--- config.mk ---
export PLATFORM = sky130hd
export DESIGN_NAME = bt656_422_encoder
export DESIGN_NICKNAME = d
export VERILOG_FILES = /design/src/rtl/bt656_422_encoder.sv
export SDC_FILE = /design/constraint.sdc
export NUM_CORES = 1
export LEC_CHECK = 0
export ABC_AREA = 1
export BUFFER_PORTS_ARGS = -buffer_cell sky130_fd_sc_hd__buf_4
export CAP_MARGIN = 20
export CELL_PAD_IN_SITES_DETAIL_PLACEMENT = 1
export CELL_PAD_IN_SITES_GLOBAL_PLACEMENT = 1
export CORE_ASPECT_RATIO = 0.7
export CORE_MARGIN = 5
export CORE_UTILIZATION = 40
export CTS_CLUSTER_DIAMETER = 80
export CTS_CLUSTER_SIZE = 30
export DETAILED_ROUTE_END_ITERATION = 8
export PLACE_DENSITY_LB_ADDON = 0.1
export REMOVE_ABC_BUFFERS = 1
export SYNTH_ARGS = -nofsm -noshare
export SYNTH_HDL_FRONTEND = slang
export SYNTH_SLANG_ARGS = --single-unit
export TNS_END_PERCENT = 1
--- constraint.sdc ---
create_clock -name clk_pix -period 10.4 [get_ports clk_pix]
set_input_delay 2.08 -clock clk_pix [delete_from_list [all_inputs] [get_ports clk_pix]]
set_output_delay 2.08 -clock clk_pix [all_outputs]
set_load 0.03 [all_outputs]
--- src/rtl/bt656_422_encoder.sv ---
// BT.656-style 4:2:2 encoder: RGB -> BT.601 YCbCr, co-sited chroma decimation,
// EAV/SAV insertion. Three register stages from input sample to output.
module bt656_422_encoder #(
    parameter int H_ACTIVE = 720,
    parameter int H_TOTAL  = 858,
    parameter int V_ACTIVE = 480,
    parameter int V_TOTAL  = 525
) (
    input  logic        clk_pix,
    input  logic        rst,
    input  logic [12:0] h_in,
    input  logic [12:0] v_in,
    input  logic        active_in,
    input  logic [7:0]  r_in,
    input  logic [7:0]  g_in,
    input  logic [7:0]  b_in,
    output logic [7:0]  y_out,
    output logic [7:0]  c_out,
    output logic        code_out,
    output logic        de_out
);

    localparam logic [12:0] H_ACT_L   = 13'(H_ACTIVE);
    localparam logic [12:0] EAV_END_L = 13'(H_ACTIVE + 4);
    localparam logic [12:0] SAV_L     = 13'(H_TOTAL - 4);
    localparam logic [12:0] H_TOT_L   = 13'(H_TOTAL);
    localparam logic [12:0] V_ACT_L   = 13'(V_ACTIVE);
    localparam logic [12:0] V_TOT_L   = 13'(V_TOTAL);
    localparam logic [12:0] V_LAST_L  = 13'(V_TOTAL - 1);

    function automatic logic signed [19:0] round_shift(input logic signed [19:0] acc);
        return (acc + 20'sd128) >>> 8;
    endfunction

    // 0x00 and 0xFF are reserved for timing reference words.
    function automatic logic [7:0] clip_data(input logic signed [19:0] val);
        if (val < 20'sd1)
            return 8'h01;
        else if (val > 20'sd254)
            return 8'hFE;
        else
            return 8'(val);
    endfunction

    logic [7:0]  r_p0_q, g_p0_q, b_p0_q, r_p0_d, g_p0_d, b_p0_d;
    logic [12:0] h_p0_q, v_p0_q, h_p0_d, v_p0_d;
    logic        act_p0_q, act_p0_d, vld_p0_q, vld_p0_d;

    logic [7:0]  y_p1_q, cb_p1_q, cr_p1_q, y_p1_d, cb_p1_d, cr_p1_d;
    logic [12:0] h_p1_q, v_p1_q, h_p1_d, v_p1_d;
    logic        act_p1_q, act_p1_d, vld_p1_q, vld_p1_d;

    logic [7:0]  y_p2_q, c_p2_q, y_p2_d, c_p2_d;
    logic        code_p2_q, de_p2_q, code_p2_d, de_p2_d;
    logic [7:0]  cr_hold_q, cr_hold_d;

    logic signed [19:0] r_s, g_s, b_s, y_acc, cb_acc, cr_acc;
    logic        in_range, eav, sav, data_en, v_bit, h_bit;
    logic [12:0] v_next;
    logic [1:0]  widx;
    logic [7:0]  xy, word;

    // Stage p0: input capture
    always_comb begin
        r_p0_d   = r_in;
        g_p0_d   = g_in;
        b_p0_d   = b_in;
        h_p0_d   = h_in;
        v_p0_d   = v_in;
        act_p0_d = active_in;
        vld_p0_d = 1'b1;
    end

    // Stage p1: colour-space conversion
    always_comb begin
        r_s      = signed'({12'd0, r_p0_q});
        g_s      = signed'({12'd0, g_p0_q});
        b_s      = signed'({12'd0, b_p0_q});
        y_acc    = 20'sd77 * r_s + 20'sd150 * g_s + 20'sd29 * b_s;
        cb_acc   = 20'sd131 * b_s - 20'sd44 * r_s - 20'sd87 * g_s;
        cr_acc   = 20'sd131 * r_s - 20'sd110 * g_s - 20'sd21 * b_s;
        y_p1_d   = clip_data(round_shift(y_acc));
        cb_p1_d  = clip_data(20'sd128 + round_shift(cb_acc));
        cr_p1_d  = clip_data(20'sd128 + round_shift(cr_acc));
        h_p1_d   = h_p0_q;
        v_p1_d   = v_p0_q;
        act_p1_d = act_p0_q;
        vld_p1_d = vld_p0_q;
    end

    // Stage p2: region decode, code words, chroma multiplex
    always_comb begin
        y_p2_d    = 8'h10;
        c_p2_d    = 8'h80;
        code_p2_d = 1'b0;
        de_p2_d   = 1'b0;
        cr_hold_d = cr_hold_q;

        in_range = vld_p1_q && (h_p1_q < H_TOT_L) && (v_p1_q < V_TOT_L);
        eav      = in_range && (h_p1_q >= H_ACT_L) && (h_p1_q < EAV_END_L);
        sav      = in_range && (h_p1_q >= SAV_L);
        data_en  = in_range && act_p1_q && (h_p1_q < H_ACT_L) && (v_p1_q < V_ACT_L);

        // SAV announces the line that follows, so its V flag looks one line ahead.
        v_next = (v_p1_q == V_LAST_L) ? 13'd0 : v_p1_q + 13'd1;
        v_bit  = eav ? (v_p1_q >= V_ACT_L) : (v_next >= V_ACT_L);
        h_bit  = eav;
        xy     = {1'b1, 1'b0, v_bit, h_bit, v_bit ^ h_bit, h_bit, v_bit, v_bit ^ h_bit};
        widx   = eav ? 2'(h_p1_q - H_ACT_L) : 2'(h_p1_q - SAV_L);
        case (widx)
            2'd0:    word = 8'hFF;
            2'd3:    word = xy;
            default: word = 8'h00;
        endcase

        if (vld_p1_q && !h_p1_q[0])
            cr_hold_d = cr_p1_q;

        if (eav || sav) begin
            y_p2_d    = word;
            c_p2_d    = word;
            code_p2_d = 1'b1;
        end else if (data_en) begin
            y_p2_d  = y_p1_q;
            c_p2_d  = h_p1_q[0] ? cr_hold_q : cb_p1_q;
            de_p2_d = 1'b1;
        end
    end

    always_ff @(posedge clk_pix) begin
        if (rst) begin
            r_p0_q    <= 8'd0;
            g_p0_q    <= 8'd0;
            b_p0_q    <= 8'd0;
            h_p0_q    <= 13'd0;
            v_p0_q    <= 13'd0;
            act_p0_q  <= 1'b0;
            vld_p0_q  <= 1'b0;
            y_p1_q    <= 8'h10;
            cb_p1_q   <= 8'h80;
            cr_p1_q   <= 8'h80;
            h_p1_q    <= 13'd0;
            v_p1_q    <= 13'd0;
            act_p1_q  <= 1'b0;
            vld_p1_q  <= 1'b0;
            y_p2_q    <= 8'h10;
            c_p2_q    <= 8'h80;
            code_p2_q <= 1'b0;
            de_p2_q   <= 1'b0;
            cr_hold_q <= 8'h80;
        end else begin
            r_p0_q    <= r_p0_d;
            g_p0_q    <= g_p0_d;
            b_p0_q    <= b_p0_d;
            h_p0_q    <= h_p0_d;
            v_p0_q    <= v_p0_d;
            act_p0_q  <= act_p0_d;
            vld_p0_q  <= vld_p0_d;
            y_p1_q    <= y_p1_d;
            cb_p1_q   <= cb_p1_d;
            cr_p1_q   <= cr_p1_d;
            h_p1_q    <= h_p1_d;
            v_p1_q    <= v_p1_d;
            act_p1_q  <= act_p1_d;
            vld_p1_q  <= vld_p1_d;
            y_p2_q    <= y_p2_d;
            c_p2_q    <= c_p2_d;
            code_p2_q <= code_p2_d;
            de_p2_q   <= de_p2_d;
            cr_hold_q <= cr_hold_d;
        end
    end

    assign y_out    = y_p2_q;
    assign c_out    = c_p2_q;
    assign code_out = code_p2_q;
    assign de_out   = de_p2_q;

endmodule
==> out/qor.csv <==
metric;value;unit
status;completed;
Slew Viols, Final;0;
max_cap viols;0;
Worst setup SP type;register;
hold depth;2;
PortBufs;70;
CTS H-Tree Depth;4;
Slew @ Worst Pin;0.784;ns
flops & latches, synth;130;
vias in the first global route;12600;
Longest Clk Path Bufs;2;
DR WL/cell;16.1;um
Core Area;37400;um2
RSZ-0062 raised after global routing;false;
pin count of the biggest net entering global routing;71;
fin area;17000;um2
chip width;244;um
number of setup buffers added after CTS;0;
hold_sp;v_p0_q[0];
post-synth cell types;43;
nets;2489;
final wirelength;39900;um
share of cells above drive strength 1;7.79;%
CTS tree;yes;
HP Class;reg -> reg;
via count;11900;
Pre-antenna DRT Iters;4;
RR Startpoint;g_p0_q[5];
Arr. time, crit path;8.83;ns
Clock Skew;0.0135;ns
DR DRC count;0;
CP Max Fanout;7;
Syn Area/Cell;8.06;um2
Crit. End Element;register;
DR vias/cell;4.80;
crit path buf inv count;6;
final hold viol count;0;
DP Area;16400;um2
sequential cell area fraction in the yosys report;17.0;%
Clock Latency Late Sink;0.44;ns
ANT cells;0;
Routed Antenna Nets;0;
period utilization;81.7;%
Worst path top cell family by delay;adder cells;
Critical Path Start;g_p0_q[5];
Die ar.;42300;um2
crit-path max cell delay;0.54;ns
Sink Count;130;
DPL Wire Length;35200;um
grt ovf;0;
Achievable Freq;118;MHz
Top FF cell, synth;dfxtp_1;
Worst-path clk slew;0.06;ns
post-cts gate resize count;0;
Iteration-0 DRC Markers;433;
hold_buf cts;0;
min Tclk post-route;8.50;ns
mapped cell area;15300;um2
kind of critical path;reg -> reg;
Syn. warnings;0;
die height;174;um
# rows;59;
Async S/R FF share, synth;0;%
cells after synthesis;1896;
IO Pins;71;
r2r worst-path depth;44;
slowest CP cell;fa_1;
reg2reg setup slack;1.90;ns
GRT Util Overall;19.5;%
Worst EP required;10.73;ns
slew margin rel.;47.8;%
CTS Buf Count;17;
CTS Root Cell;clkbuf_16;
RD Place Congestion;0.837;
Layout area overhead;11.0;%
initial antenna violation count;0;
most used cell, CP;nand2_1;
Hold Path End;v_p1_q[0];
# setup viols final;0;
first-pass GRT wire length;66200;um
Initial Utilization;40.8;%
reg2reg end;cr_p1_q[3];
number of enable flip-flop cells after synthesis;0;
TNS Setup;0;ns
tightest hold or removal path, stage by stage (launching register included):
cell and delay, ns:
dfxtp_1 0.29, inv_1 0.04, nor2_1 0.03
registers in the layout, indices dropped and copies added (netlist names), 8 cells and up:
register	flops
v_p0_q	13
c_out	8
h_p1_q	13
cr_p1_q	8
g_p0_q	8
h_p0_q	13
r_p0_q	8
y_out	8
cr_hold_q	8
v_p1_q	13
y_p1_q	8
cb_p1_q	8
b_p0_q	8
stage by stage:
stage               hold WS [ns]  utilization, %  std cells  worst slack, ns
global placement           0.393            43.8       2447             2.19
global route               0.423            45.3       2478             1.20
CTS                        0.406            45.3       2478             1.83
finish                     0.403            45.3       2478             1.90
detailed placement         0.396            43.8       2447             1.87
floorplan                  0.388               -       1885             2.86
how the worst max path moves through the flow:
stage | end | slack, ns | cells past startpoint
global route | cr_p1_q[6] | 1.20 | 44
finish | cr_p1_q[3] | 1.90 | 44
detailed placement | cr_p1_q[3] | 1.87 | 44
global placement | cr_p1_q[4] | 2.19 | 41
CTS | cr_p1_q[3] | 1.83 | 44
floorplan | cr_p1_q[3] | 2.86 | 47
logic make-up (layout without fill, tap and decap cells):
logic type / after synthesis / after routing / share of synthesized area (%)
simple gates: 542 / 542 / 15.4
mux: 7 / 7 / 0.459
compound gates: 196 / 196 / 7.32
xor+xnor: 90 / 90 / 5.16
fa+ha+maj: 458 / 458 / 43.0
buf+inv: 473 / 567 / 11.6
flops: 130 / 130 / 17.0
cell type report:
type / count / area (um2)
timing repair buffer: 74 / 556
clock buffer: 19 / 453
multi-input combinational: 1293 / 10900
clock inverter: 12 / 100
inverter: 462 / 1730
fill: 4552 / 20500
sequential: 130 / 2600
tap: 488 / 611
placed cells by master (no fill, tap or decap), drive strengths merged, types with 5 or more instances in the layout:
master    n
xor2     56
nand4    17
dfxtp   130
fa      112
clkbuf   19
mux2i     7
inv     465
nand2   249
a31oi     5
o21bai   16
nor4      5
clkinv    7
nor2    195
buf      74
o21ai    52
xnor2    34
nand3    49
ha      346
a21o     11
a21oi    97
nand3b    8
or2       5
nor3     10
cell usage after synthesis, drive strengths merged, types with 3 or more instances:
| cell type | instances | area share (%) |
|---|---|---|
| inv | 460 | 11 |
| ha | 346 | 28 |
| nand2 | 249 | 6.5 |
| nor2 | 195 | 4.9 |
| dfxtp | 130 | 17 |
| fa | 112 | 15 |
| a21oi | 97 | 3.3 |
| xor2 | 56 | 3.2 |
| o21ai | 52 | 1.7 |
| nand3 | 49 | 1.8 |
| xnor2 | 34 | 1.9 |
| nand4 | 17 | 0.78 |
| o21bai | 16 | 0.79 |
| a21o | 11 | 0.54 |
| clkbuf | 11 | 0.27 |
| nor3 | 10 | 0.36 |
| nand3b | 8 | 0.39 |
| mux2i | 7 | 0.46 |
| a31oi | 5 | 0.20 |
| nor4 | 5 | 0.20 |
| or2 | 5 | 0.20 |
| a21boi | 3 | 0.15 |
| and2 | 3 | 0.12 |
layer usage:
layer  GRT usage [%]  wire length, um  vias to the layer above  part of all wire, %
met5               0                0                        -                    0
met4            2.98              350                        0                 0.88
met3            3.88             1490                       26                  3.7
met2            29.0            16500                      114                   41
met1            29.6            21500                     5645                   54
li1                -                -                     6099                    -
Power is not shown: default switching activity piles up to over one toggle a cycle in this logic, so the estimate is an artifact.
